[src/rtl/spi_master_tx.sv]
// SPI mode-0 master transmitter: a one-entry holding buffer feeds an MSB-first shifter,
// with CS setup/hold framing and a timed active-low device reset pulse.
module spi_master_tx #(
    parameter int DATA_W     = 8,
    parameter int CLK_DIV    = 4,
    parameter int CS_SETUP   = 2,
    parameter int CS_HOLD    = 2,
    parameter int RST_CYCLES = 16
) (
    input  logic              sclk,
    input  logic              s_rst,
    input  logic [DATA_W-1:0] tx_data,
    input  logic              tx_last,
    input  logic              tx_valid,
    output logic              tx_ready,
    input  logic              rst_req,
    output logic              busy,
    output logic              spi_sck,
    output logic              spi_mosi,
    output logic              spi_cs,
    output logic              spi_reset
);

    // tx_valid/tx_ready: a word moves when both are high at a sclk edge; tx_data and
    // tx_last must be stable while tx_valid is high, and tx_ready never depends on tx_valid.

    localparam int HW      = $clog2(CLK_DIV + 1);
    localparam int BW      = (DATA_W > 1) ? $clog2(DATA_W) : 1;
    localparam int CNT_MAX = (CS_SETUP > CS_HOLD)
                           ? ((CS_SETUP > RST_CYCLES) ? CS_SETUP : RST_CYCLES)
                           : ((CS_HOLD > RST_CYCLES) ? CS_HOLD : RST_CYCLES);
    localparam int CW      = $clog2(CNT_MAX + 1);

    typedef enum logic [2:0] {
        ST_IDLE,
        ST_SETUP,
        ST_SHIFT,
        ST_WAIT,
        ST_HOLD,
        ST_RST_PULSE
    } state_t;

    state_t            state;
    logic [CW-1:0]     cnt;
    logic [HW-1:0]     half_cnt;
    logic [BW-1:0]     bit_cnt;
    logic [DATA_W-1:0] shreg;
    logic [DATA_W-1:0] shifted;
    logic              cur_last;

    logic [DATA_W-1:0] buf_data;
    logic              buf_last;
    logic              buf_full;

    logic accept;
    logic setup_done;
    logic half_done;
    logic word_end;
    logic load;

    assign tx_ready = ~buf_full;
    assign busy     = (state != ST_IDLE);
    assign accept   = tx_valid & ~buf_full;
    assign shifted  = shreg << 1;

    always_comb begin
        setup_done = (state == ST_SETUP) && (cnt == CW'(CS_SETUP - 1));
        half_done  = (half_cnt == HW'(CLK_DIV - 1));
        word_end   = (state == ST_SHIFT) && spi_sck && half_done && (bit_cnt == '0);
        load       = buf_full && (setup_done || (state == ST_WAIT) || (word_end && !cur_last));
    end

    // The shifter empties the buffer on the load edge; a new word can land on the same edge.
    always_ff @(posedge sclk) begin
        if (s_rst) begin
            buf_full <= 1'b0;
            buf_data <= '0;
            buf_last <= 1'b0;
        end else begin
            if (load) begin
                buf_full <= 1'b0;
            end
            if (accept) begin
                buf_full <= 1'b1;
                buf_data <= tx_data;
                buf_last <= tx_last;
            end
        end
    end

    always_ff @(posedge sclk) begin
        if (s_rst) begin
            state     <= ST_IDLE;
            cnt       <= '0;
            half_cnt  <= '0;
            bit_cnt   <= '0;
            shreg     <= '0;
            cur_last  <= 1'b0;
            spi_sck   <= 1'b0;
            spi_mosi  <= 1'b0;
            spi_cs    <= 1'b1;
            spi_reset <= 1'b1;
        end else begin
            case (state)
                ST_IDLE: begin
                    cnt <= '0;
                    if (rst_req) begin
                        state     <= ST_RST_PULSE;
                        spi_reset <= 1'b0;
                    end else if (buf_full) begin
                        state    <= ST_SETUP;
                        spi_cs   <= 1'b0;
                        spi_mosi <= buf_data[DATA_W-1];
                    end
                end
                ST_SETUP: begin
                    // The setup interval stands in for the first bit's low phase.
                    if (setup_done) begin
                        state    <= ST_SHIFT;
                        cnt      <= '0;
                        half_cnt <= '0;
                        bit_cnt  <= BW'(DATA_W - 1);
                        shreg    <= buf_data;
                        cur_last <= buf_last;
                        spi_mosi <= buf_data[DATA_W-1];
                        spi_sck  <= 1'b1;
                    end else begin
                        cnt <= cnt + CW'(1);
                    end
                end
                ST_SHIFT: begin
                    if (half_done) begin
                        half_cnt <= '0;
                        if (!spi_sck) begin
                            spi_sck <= 1'b1;
                        end else begin
                            spi_sck <= 1'b0;
                            if (bit_cnt != '0) begin
                                shreg    <= shifted;
                                spi_mosi <= shifted[DATA_W-1];
                                bit_cnt  <= bit_cnt - BW'(1);
                            end else if (cur_last) begin
                                state <= ST_HOLD;
                                cnt   <= '0;
                            end else if (load) begin
                                bit_cnt  <= BW'(DATA_W - 1);
                                shreg    <= buf_data;
                                cur_last <= buf_last;
                                spi_mosi <= buf_data[DATA_W-1];
                            end else begin
                                state <= ST_WAIT;
                            end
                        end
                    end else begin
                        half_cnt <= half_cnt + HW'(1);
                    end
                end
                ST_WAIT: begin
                    if (load) begin
                        state    <= ST_SHIFT;
                        half_cnt <= '0;
                        bit_cnt  <= BW'(DATA_W - 1);
                        shreg    <= buf_data;
                        cur_last <= buf_last;
                        spi_mosi <= buf_data[DATA_W-1];
                    end
                end
                ST_HOLD: begin
                    if (cnt == CW'(CS_HOLD - 1)) begin
                        state    <= ST_IDLE;
                        cnt      <= '0;
                        spi_cs   <= 1'b1;
                        spi_mosi <= 1'b0;
                    end else begin
                        cnt <= cnt + CW'(1);
                    end
                end
                ST_RST_PULSE: begin
                    if (cnt == CW'(RST_CYCLES - 1)) begin
                        state     <= ST_IDLE;
                        cnt       <= '0;
                        spi_reset <= 1'b1;
                    end else begin
                        cnt <= cnt + CW'(1);
                    end
                end
                default: begin
                    state <= ST_IDLE;
                end
            endcase
        end
    end

endmodule

[config.mk]
export PLATFORM = sky130hd
export DESIGN_NAME = spi_master_tx
export DESIGN_NICKNAME = d
export VERILOG_FILES = /design/src/rtl/spi_master_tx.sv
export SDC_FILE = /design/constraint.sdc
export NUM_CORES = 1
export LEC_CHECK = 0
export CAP_MARGIN = 15
export CORE_ASPECT_RATIO = 0.8
export CORE_UTILIZATION = 30
export CTS_CLUSTER_DIAMETER = 50
export DETAILED_ROUTE_END_ITERATION = 10
export GPL_TIMING_DRIVEN = 0
export PLACE_DENSITY_LB_ADDON = 0.1
export SETUP_SLACK_MARGIN = 0.4
export SLEW_MARGIN = 20
export SYNTH_ARGS = -nofsm -noshare
export SYNTH_HDL_FRONTEND = slang
export SYNTH_SLANG_ARGS = --single-unit
export TNS_END_PERCENT = 1
[constraint.sdc]
create_clock -name sclk -period 2.28 [get_ports sclk]
set_clock_uncertainty 0.2 [all_clocks]
set_input_delay 0.342 -clock sclk [delete_from_list [all_inputs] [get_ports sclk]]
set_output_delay 0.342 -clock sclk [all_outputs]
set_load 0.02 [all_outputs]
---- After elaboration in Yosys (flattened, before gate mapping) ----
Cells that the tools add are included.
word-level totals
  input port bits ......................... 13
  word-level logic and storage cells ...... 138
  flip-flop bits (word level) ............. 37
operators by class
  reductions and logical operators ........ 29
  mux-type cells .......................... 69
  bitwise logic cells ..................... 2
  eq/ne operators ......................... 22
  add/subtract/negate cells ............... 3
operators by type and width
  cell                                                 number
  2-to-1 mux 3 bit                                     20
  2-to-1 mux 8 bit                                     6
  2-to-1 mux 5 bit                                     7
  2-to-1 mux 1 bit                                     26
  one-hot mux 5 bit (5 select lines)                   1
  one-hot mux 8 bit (3 select lines)                   1
  inequality test 2 bit, second input constant         11
  one-hot mux 3 bit (3 select lines)                   2
  one-hot mux 3 bit (6 select lines)                   1
  AND reduction 5 bit                                  2
  nonzero test 5 bit                                   2
  equality test 3 x 2 -> 1 bit, second input constant  3
  AND reduction 3 bit                                  3
  AND reduction 9 bit                                  1
  nonzero test 3 bit                                   3
  AND reduction 8 bit                                  1
  nonzero test 2 bit                                   4
  equality test 3 bit, second input constant           2
  logical AND 1 bit                                    6
  logical NOT 3 bit                                    2
  inequality test 3 bit, second input constant         2
  one-hot mux 1 bit (2 select lines)                   3
  AND reduction 6 bit                                  1
  adder 5 x 1 -> 5 bit, second input constant          1
  other kinds (13)                                     14

---- Longest topological paths before layout ----
  depth after elaboration ................. 13
  depth in mapped cells ................... 10
  mapped depth without buffers ............ 9

---- Worst setup path after synthesis ----
Ideal clock, no wire load.
  path type ............................... reg2reg
  start point ............................. reg cnt[0]
  end point ............................... reg shreg[6]
  arrival time ............................ 1.903 ns
  path buffers ............................ 0
  data required time ...................... 1.958 ns
  library setup time ...................... 0.122 ns
  period minus slack after synthesis ...... 2.224 ns
  setup slack ............................. 0.056 ns
  cell stages (with the launch flop) ...... 7
  cells stage by stage .................... dfxtp_1 -> ha_1 -> or4b_4 -> a211o_1 -> a21boi_4 -> nor3_2 -> a221o_1
between the ends
  cells in the longest elaborated chain, start to end .. 11
  elaborated cells on any way between the ends .. 13
  classes of those cells .................. eq/ne (2); mux (6); reduce/logical (5)
RTL lines
  what                                RTL line  RTL
  start: declaration                  44        logic [CW-1:0] cnt;
  start signal: assignment            128       cnt <= cnt + CW'(1);
  start signal: assignment            175       cnt <= cnt + CW'(1);
  start signal: assignment            184       cnt <= cnt + CW'(1);
  equality test 5 x 1 -> 1 bit (*)    67        setup_done = (state == ST_SETUP) && (cnt == CW'(CS_SETUP - 1));
  logical AND 1 bit (*)               67
  logical OR 1 bit (2 in series)      70        load = buf_full && (setup_done || (state == ST_WAIT) || (word_end && !cur_last));
  logical AND 1 bit                   70
  2-to-1 mux 8 bit (5 in series)      -
  one-hot mux 8 bit (3 select lines)  -
  end signal: assignment              123       shreg <= buf_data;
  end signal: assignment              139       shreg <= shifted;
  end signal: assignment              147       shreg <= buf_data;
  end: declaration                    47        logic [DATA_W-1:0] shreg;
Mark *: on every way between the ends. The rest lies on a longest branch, timed or not. The select of a mux whose other input is x is not followed.
A chain may end at the register's enable or synchronous reset.

---- Final worst setup path ----
  start point ............................. reg cnt[1]
  end point ............................... reg shreg[4]
The elaborated chain is that of the path after synthesis.

==> results_dict.tcl <==
set metrics [dict create \
    status "finished with violations" \
    violations "setup timing" \
    nets 275 \
    core_area_um2 5970 \
    clock_latency_ns 0.29 \
    ys_seq_area_share_pct 38.3 \
    startpoint_type "register" \
    clock_path_buffers 2 \
    final_cell_mix "dfxtp_1, nand2_1, a21oi_1, clkdlybuf4s50_1, inv_1" \
    num_antenna_cells 0 \
    synthFlopType "dfxtp_1" \
    wl_per_cell_um 14.5 \
    viasPerCell 5.16 \
    final.period_utilization_pct 102 \
    rsz0062_at_grt "yes" \
    crit_fanout 7 \
    crit_required_ns 2.26 \
    leakage_nw 0.949 \
    cts.htree.levels 2 \
    cts_root_buffer "clkbuf_8" \
    numCtsBuffers 5 \
    die_y_um 72.8 \
    setup-violations-final 6 \
    layout_commonest_cell "dfxtp_1" \
    cts_hold_buffers 0 \
    pre_cts_ws_ns -0.105 \
    drv_slew 0 \
    grt_max_degree 12 \
    syn-num-nets 244 \
    antenna_found_initial 0 \
    maxCapViolations 0 \
    grt_busiest_layer "met2" \
    gp_congestion 0.812 \
    syn2layout_area_growth_pct 32.2 \
    start_util_pct 31.5 \
    syn_inst 224 \
    yosys_warnings 0 \
    dieArea_um2 6590 \
    fin_crit_ns 2.32 \
    drt-total-wl_um 4880 \
    grtUsageTotal_pct 16.0 \
    vias 1739 \
    syn_avg_cell_area_um2 8.39 \
    placementRows 25 \
    grt_pass1_vias 1614 \
    drive_gt1_share_pct 20.7 \
    worstSetupEndpointType "register" \
    grt-ovfl-total 0 \
    crit_arrival_ns 2.29 \
    hold_viol 0 \
    met2_usage_pct 24.0 \
    max-slew-margin-rel_pct 60.0 \
    grtUsageMet3_pct 3.54 \
    setup_slack_ns -0.0357 \
    portBuffers 17 \
    fmax_ghz 0.432 \
    hp-class "input port to register" \
    powerDensity_nw_per_um2 924 \
    die_w_um 90.5 \
    cts_tree "yes" \
    tightest_slew_ns 0.601 \
    global_route.usage.met1_pct 22.4 \
    synth-edff-count 0 \
    ant_nets 0 \
    clock-sinks 36 \
    first_pass_iters 4 \
    critPathKind "register to register" \
    ys_ff_latch 36 \
    irDropWorstVdd_mv 0.370 \
    synth_cell_types 53 \
    initialDrtViolationCount 104 \
    cts.clk_slew.worst_paths_ns 0.08 \
    drcViolationCount 0 \
    async_flop_share_pct 0 \
    hpwlAfterDp_um 3350 \
    ios 19 \
    setup_tns_ns -0.0690 \
    grt_first_pass_wirelength_um 8110 \
    n_fill_cell 623 \
    netlist_area_um2 1880 \
]
-- final timing paths --
| check | startpoint | endpoint | slack [ns] | cells past startpoint |
|---|---|---|---|---|
| max | cnt[1] | shreg[4] | -0.04 | 7 |
| min | s_rst | state[0] | 0.13 | 2 |
| max reg2reg | cnt[1] | shreg[4] | -0.04 | 7 |
| min reg2reg | buf_data[4] | buf_data[4] | 0.26 | 2 |
-- worst max-delay path, stage by stage, from the launching register on --
cell and delay [ns]:
dfxtp_2 0.33, inv_2 0.05, ha_4 0.12, or4b_4 0.48, a211o_4 0.38, a21boi_4 0.22
nor3_4 0.10, a221o_1 0.32
-- per-layer routing --
metal | vias to the layer above | wire length (um)
met5 | - | 0
met4 | 0 | 19
met3 | 2 | 215
met2 | 39 | 2240
met1 | 824 | 2400
li1 | 874 | -
-- report_power, final --
group	leakage [nW]	switching, W	internal (W)
logic	0.590	0.000529	0.000385
registers	0.294	0.0000574	0.000704
clock network	0.0645	0.000235	0.000386
total	0.949	0.000821	0.00147
-- Yosys cell counts (6+ instances only) --
cell type,count,area share (%)
dfxtp_1,36,38
and2_1,7,2.3
a21oi_1,23,6.1
a221o_1,6,3.2
ha_1,7,4.7
clkbuf_1,8,1.6
nor3_1,6,1.6
nor2_1,12,2.4
o21ai_0,8,2.1
inv_1,13,2.6
nand2_1,30,6.0
-- per-stage QoR --
step / utilization (%) / total power [W] / std cells / area (um^2) / hold slack, ns
2_1_floorplan: - / 0.00128 / 224 / 1880 / 0.233
3_5_place_dp: 36.0 / 0.00151 / 322 / 2150 / 0.251
5_1_grt: 41.6 / 0.00244 / 337 / 2480 / 0.135
6_report: 41.6 / 0.00230 / 337 / 2480 / 0.128
3_3_place_gp: 36.0 / 0.00152 / 322 / 2150 / 0.248
4_1_cts: 40.8 / 0.00225 / 335 / 2440 / 0.130
-- timing repair --
item                       CTS  global route
gates resized for setup     34            10
buffers inserted             5             2
hold endpoints to repair     0             0
setup endpoints to repair   27            27
pin swaps                    9             3
-- area by class of cell --
cell class	count	area [um^2]	share of cell area (%)
clock buffer	7	96.3	3.88
buffer	12	80.1	3.22
sequential	36	726	29.2
clock inverter	1	30.0	1.21
tap	81	101	4.08
inverter	14	52.6	2.11
multi-input combinational	162	1180	47.3
timing repair buffer	24	223	8.96
-- kinds of logic (layout without fill, tap and decap cells) --
logic type,Yosys count,after routing,share of synthesized area [%]
AOI/OAI and AO/OA,70,70,26.5
and+or+nand+nor,84,84,23.9
adders and majority gates,7,7,4.66
DFF,36,36,38.3
muxes,1,1,0.533
buffers and inverters,26,58,6.06
-- state kept, by name (all words and copies together) (netlist names) --
signal / flops
cur_last: 1
buf_data: 8
shreg: 7
state: 3
spi_sck: 1
bit_cnt: 3
spi_cs: 1
spi_mosi: 1
spi_reset: 1
half_cnt: 3
buf_full: 1
cnt: 5
buf_last: 1
Power figures use the tool's default switching activity.
